[src/rtl/uart_pkg.sv]
// Shared UART constants used by both the transmitter and the 18x receiver:
// bit timing, frame width and the FSM state encodings.
package uart_pkg;

    localparam int UART_OVERSAMPLE = 18;
    localparam int UART_DATA_BITS  = 8;
    localparam int TIMER_W         = 5;
    localparam int BIT_IDX_W       = 4;

    localparam logic [1:0] ST_IDLE  = 2'b00;
    localparam logic [1:0] ST_START = 2'b01;
    localparam logic [1:0] ST_DATA  = 2'b10;
    localparam logic [1:0] ST_STOP  = 2'b11;

    function automatic logic state_is_busy(input logic [1:0] st);
        return (st != ST_IDLE);
    endfunction

endpackage

[src/rtl/uart_bit_timer.sv]
// Bit-period timer: counts 0..OVERSAMPLE-1 while enabled and pulses bit_end
// in the last cycle of each bit period.
module uart_bit_timer
    import uart_pkg::*;
#(
    parameter int OVERSAMPLE = UART_OVERSAMPLE
) (
    input  logic clk,
    input  logic reset_n,
    input  logic clear,
    input  logic enable,
    output logic bit_end
);

    localparam logic [TIMER_W-1:0] LAST_COUNT = TIMER_W'(OVERSAMPLE - 1);

    logic [TIMER_W-1:0] count_q;
    logic [TIMER_W-1:0] count_d;

    assign bit_end = enable && (count_q == LAST_COUNT);

    // Next count: clear wins, then wrap at the bit end, else advance when enabled.
    always_comb begin
        count_d = count_q;
        if (clear) begin
            count_d = '0;
        end else if (bit_end) begin
            count_d = '0;
        end else if (enable) begin
            count_d = count_q + TIMER_W'(1);
        end else begin
            count_d = count_q;
        end
    end

    // Count register with synchronous active-low reset.
    always_ff @(posedge clk) begin
        if (!reset_n) begin
            count_q <= '0;
        end else begin
            count_q <= count_d;
        end
    end

endmodule

[src/rtl/uart_tx.sv]
// Double-buffered 8N1 UART transmitter: a one-entry holding register feeds a
// shift register, allowing back-to-back frames with no idle gap.
module uart_tx
    import uart_pkg::*;
#(
    parameter int OVERSAMPLE = UART_OVERSAMPLE,
    parameter int DATA_BITS  = UART_DATA_BITS
) (
    input  logic       clk,
    input  logic       reset_n,
    input  logic [7:0] tx_data,
    input  logic       tx_load,
    output logic       tx_ready,
    output logic       tx_busy,
    output logic       TX_out
);

    localparam logic [BIT_IDX_W-1:0] LAST_BIT = BIT_IDX_W'(DATA_BITS - 1);

    logic [1:0]           state_q, state_d;
    logic [7:0]           hold_q, hold_d;
    logic [7:0]           shift_q, shift_d;
    logic [BIT_IDX_W-1:0] bit_idx_q, bit_idx_d;
    logic                 ready_q, ready_d;
    logic                 busy_q, busy_d;
    logic                 tx_q, tx_d;

    logic       load_acc_s;
    logic       next_full_s;
    logic [7:0] next_byte_s;
    logic       timer_clr_s;
    logic       timer_en_s;
    logic       bit_end_s;

    // A load landing on the STOP bit end counts as a full holding register.
    assign load_acc_s  = tx_load && ready_q;
    assign next_full_s = load_acc_s || !ready_q;
    assign next_byte_s = ready_q ? tx_data : hold_q;
    assign timer_en_s  = state_is_busy(state_q);

    uart_bit_timer #(
        .OVERSAMPLE (OVERSAMPLE)
    ) u_bit_timer (
        .clk     (clk),
        .reset_n (reset_n),
        .clear   (timer_clr_s),
        .enable  (timer_en_s),
        .bit_end (bit_end_s)
    );

    // Frame sequencing, holding-register handshake and next line level.
    always_comb begin
        state_d     = state_q;
        shift_d     = shift_q;
        bit_idx_d   = bit_idx_q;
        tx_d        = tx_q;
        timer_clr_s = 1'b0;
        if (load_acc_s) begin
            hold_d  = tx_data;
            ready_d = 1'b0;
        end else begin
            hold_d  = hold_q;
            ready_d = ready_q;
        end

        case (state_q)
            ST_IDLE: begin
                timer_clr_s = 1'b1;
                bit_idx_d   = '0;
                if (!ready_q) begin
                    shift_d = hold_q;
                    ready_d = 1'b1;
                    state_d = ST_START;
                    tx_d    = 1'b0;
                end else begin
                    tx_d = 1'b1;
                end
            end
            ST_START: begin
                if (bit_end_s) begin
                    state_d = ST_DATA;
                    tx_d    = shift_q[0];
                end else begin
                    tx_d = 1'b0;
                end
            end
            ST_DATA: begin
                if (bit_end_s) begin
                    shift_d = {1'b0, shift_q[7:1]};
                    if (bit_idx_q == LAST_BIT) begin
                        state_d   = ST_STOP;
                        bit_idx_d = '0;
                        tx_d      = 1'b1;
                    end else begin
                        bit_idx_d = bit_idx_q + BIT_IDX_W'(1);
                        tx_d      = shift_q[1];
                    end
                end else begin
                    tx_d = shift_q[0];
                end
            end
            ST_STOP: begin
                if (bit_end_s && next_full_s) begin
                    shift_d = next_byte_s;
                    ready_d = 1'b1;
                    state_d = ST_START;
                    tx_d    = 1'b0;
                end else if (bit_end_s) begin
                    state_d = ST_IDLE;
                    tx_d    = 1'b1;
                end else begin
                    tx_d = 1'b1;
                end
            end
            default: begin
                state_d     = ST_IDLE;
                bit_idx_d   = '0;
                timer_clr_s = 1'b1;
                tx_d        = 1'b1;
            end
        endcase

        busy_d = state_is_busy(state_d);
    end

    // State and datapath registers; reset abandons any frame and held byte.
    always_ff @(posedge clk) begin
        if (!reset_n) begin
            state_q   <= ST_IDLE;
            hold_q    <= 8'h00;
            shift_q   <= 8'h00;
            bit_idx_q <= '0;
            ready_q   <= 1'b1;
            busy_q    <= 1'b0;
            tx_q      <= 1'b1;
        end else begin
            state_q   <= state_d;
            hold_q    <= hold_d;
            shift_q   <= shift_d;
            bit_idx_q <= bit_idx_d;
            ready_q   <= ready_d;
            busy_q    <= busy_d;
            tx_q      <= tx_d;
        end
    end

    assign tx_ready = ready_q;
    assign tx_busy  = busy_q;
    assign TX_out   = tx_q;

endmodule

[config.mk]
export PLATFORM = sky130hd
export DESIGN_NAME = uart_tx
export DESIGN_NICKNAME = d
export VERILOG_FILES = /design/src/rtl/uart_pkg.sv /design/src/rtl/uart_bit_timer.sv /design/src/rtl/uart_tx.sv
export SDC_FILE = /design/constraint.sdc
export NUM_CORES = 1
export LEC_CHECK = 0
export CAP_MARGIN = 30
export CORE_MARGIN = 5
export CORE_UTILIZATION = 40
export CTS_CLUSTER_SIZE = 12
export DETAILED_ROUTE_END_ITERATION = 8
export GPL_ROUTABILITY_DRIVEN = 0
export RECOVER_POWER = 50
export SYNTH_ARGS = -nofsm -noshare
export SYNTH_HDL_FRONTEND = slang
export SYNTH_SLANG_ARGS = --single-unit
export TNS_END_PERCENT = 10
[constraint.sdc]
create_clock -name clk -period 2.5 [get_ports clk]
set_clock_uncertainty 0.05 [all_clocks]
set_input_delay 0.5 -clock clk [delete_from_list [all_inputs] [get_ports clk]]
set_output_delay 0.5 -clock clk [all_outputs]
set_load 0.03 [all_outputs]
==> summary.txt <==
Die
  – Die area: 0.00528 mm^2
  – Starting Density: 0.420
  – Std cell rows: 22
  – I/O pin count: 14
  – Core area: 0.00374 mm^2
  – Die W: 72.7 um
  – Die height: 72.7 um

Yosys
  – Seq cells post-synth: 30
  – Largest area contributor in the netlist: dfxtp_1
  – Average cell area after synthesis: 8.68 um^2
  – Syn_nets: 199
  – Cell variety after synth: 43
  – Yosys warns: 0
  – Mapped Area: 0.00157 mm^2
  – Top cells by area, synth: dfxtp_1 38%, nand2_1 7.4%, o221a_1 5.7%
  – Cells after synthesis: 181
  – Yosys top cell area share: 0.382
  – Sequential area share after synthesis: 0.382

Place
  – Placed Cells incl. Taps: 235
  – Worst slack at placement: 427 ps
  – DP HPWL: 2.58 mm
  – Count of input and output buffers: 13
  – Placed cell area: 0.00173 mm^2

Timing
  – Period minus WS final: 2250 ps
  – RSZ-0062 raised after global routing: false
  – Fin. Hold Viols: 0
  – Max_slew headroom: 0.584
  – Final setup margin: 250 ps
  – Post-Route Setup TNS: 0 ps
  – Final setup fails: 0
  – Fmax: 444 MHz
  – Tcrit/Tclk final: 0.900
  – Tightest Pin Transition: 624 ps
  – Pins Over Slew Limit: 0
  – Hold slack: 407 ps

Layout
  – Ant. Diodes: 0
  – Nets@finish: 212
  – Finished Cell Area: 0.00182 mm^2
  – Synth-to-layout area growth: 15.9%
  – Final cell count without fillers: 243
  – Most common cell after layout, fill and taps aside: nand2_1
  – Share of cells above drive strength 1: 0.0923
  – Most frequent cells in the layout: 31 x nand2_1, 30 x dfxtp_1, 14 x nor2_1, 12 x a21oi_1, 10 x clkdlybuf4s50_1

Drt
  – Aggregate routed wire length: 3.66 mm
  – Routed Antenna Nets: 0
  – Via density: 5.76
  – Wire per inst: 15.0 um
  – DR vias: 1,399
  – DRT iter0 DRCs: 95
  – Drt pass-1 iters: 5
  – DRC errors left: 0

Clock network
  – # clock sinks: 30
  – CTS tree: yes
  – Postcts setup bufs: 0
  – CTS Buf Count: 5
  – H-tree levels: 2
  – Root buf cell: clkbuf_8
  – Clock Pin Slew Worst Setup and Hold Paths: 70 ps
  – Clock Tree Buf Depth: 2
  – Post_cts resized: 0
  – Clock latency on the worst-skew pair: 290 ps
  – Number of hold buffers added after cts: 0

Worst setup path
  – CP max stage delay: 560 ps
  – Critical path required time: 2680 ps
  – Crit-path cells: inv_1 -> ha_1 -> inv_1 -> a31oi_4 -> and2_1 -> o221a_1
  – Reg-to-reg critical path startpoint: state_q[1]$_SDFF_PN0_
  – Critical-path top delay cell: ha_1
  – R2r setup slk: 250 ps
  – RR Endpoint: shift_q[6]$_SDFFE_PN0P_
  – CP Launch Type: register
  – Worst Setup SP: state_q[1]$_SDFF_PN0_
  – CP endpoint kind: register
  – Crit path top cell by count: inv_1
  – Worst R2R Path Depth: 6
  – WS Path Type: reg -> reg
  – CP Max Fanout: 19
  – Critical path arrival: 2430 ps

Hold path
  – Hold path depth: 2
  – Hold_sp: hold_q[1]$_SDFFE_PN0P_
  – Hold WC Path Type: reg -> reg
  – Hold Path End: hold_q[1]$_SDFFE_PN0P_

Global route
  – All-layer global routing usage: 0.149
  – Met1 Usage GRT: 0.182
  – Largest net degree at the start of global routing: 20
  – Initial antenna violation count: 0
  – GR Util met3: 0.0579
  – Vias in the first global route: 1,334
  – Global-route wire length before repair: 6.11 mm
  – Met2 Use GR: 0.222
  – Congestion Overflow GR: 0
  – GR peak layer: met2

Flow run
  – Max-cap violations: 0

Outcome
  – Status: completed

Pwr
  – Peak VDD IR: 0.343 mV
  – Leakage dissipation: 0.667 nW
  – PwrDens: 729 mW/mm^2
## worst max-delay path, delay by kind of cell (launching register included)
family | cells | cell delay [ps]
fa+ha+maj | 1 | 560
compound gates | 2 | 460
buf+inv | 2 | 420
flops | 1 | 360
simple gates | 1 | 350
## worst max-delay path by stage
| stage | cells after the start | slack (ps) | endpoint |
|---|---|---|---|
| finish | 6 | 250 | shift_q[6]$_SDFFE_PN0P_ |
| global route | 6 | 160 | shift_q[6]$_SDFFE_PN0P_ |
| CTS | 1 | 400 | tx_ready |
| detailed placement | 6 | 430 | shift_q[6]$_SDFFE_PN0P_ |
| global placement | 5 | 470 | tx_busy$_SDFF_PN0_ |
| floorplan | 7 | 750 | shift_q[7]$_SDFFE_PN0P_ |
## area by class of cell
cell class / instances / area, um^2
Clock buffer: 6 / 82.6
Clock inverter: 2 / 12.5
Fill cell: 365 / 1920
Inverter: 8 / 30.0
Multi-Input combinational cell: 132 / 880
Sequential cell: 30 / 601
Tap cell: 48 / 60.1
Timing Repair Buffer: 17 / 156
## synthesized netlist by cell type, drive strengths merged
cell     number
and3          1
o21ai         9
mux2          1
clkbuf        5
a32oi         2
o211a         1
nand4bb       1
a2111oi       1
o21a          1
xnor2         1
a22o          1
a211oi        1
a31oi         1
and4bb        1
nand2b        2
o311ai        1
o221a         8
nand2        31
buf           6
mux2i         1
o31ai         1
nor3b         1
ha            7
nor2         14
a222oi        7
o221ai        1
a21oi        14
a211o         1
nor4          1
nand3         7
dfxtp        30
a22oi         2
nor2b         3
a221o         1
xor2          2
and3b         1
inv           8
and2          4
## flip-flops by register name (all words and copies together), names as in the netlist
register and flops:
tx_ready 1, shift_q 8, bit_idx_q 4, u_bit_timer.count_q 5, hold_q 8, TX_out 1, state_q 2, tx_busy 1
## power breakdown
group / internal (W) / switching (W) / total [W]
clock: 0.000221 / 0.000198 / 0.000419
combinational: 0.000135 / 0.000186 / 0.000321
sequential: 0.000543 / 0.0000443 / 0.000588
total: 0.000899 / 0.000428 / 0.00133
## kinds of logic (layout without fill, tap and decap cells)
logic type | count (synthesis) | count (layout) | share of synthesized area
buf+inv | 19 | 33 | 0.0581
mux | 2 | 2 | 0.0159
fa+ha+maj | 7 | 7 | 0.0557
flops | 30 | 30 | 0.382
simple gates | 67 | 67 | 0.202
compound gates | 53 | 53 | 0.269
xor+xnor | 3 | 3 | 0.0167
## through the flow
step                      utilization  total power (W)
after floorplan                     -         0.000813
after global placement          0.462         0.000913
final                           0.487          0.00133
after detailed placement        0.462         0.000922
after global routing            0.487          0.00139
after CTS                       0.488          0.00134
## metal layers
metal / vias to the layer above / routed length, um / share of wire
met3: 14 / 271 / 0.074
met4: 0 / 119 / 0.033
met2: 42 / 1590 / 0.44
met1: 659 / 1670 / 0.46
li1: 684 / - / -
met5: - / 0 / 0
Power figures use the tool's default switching activity.
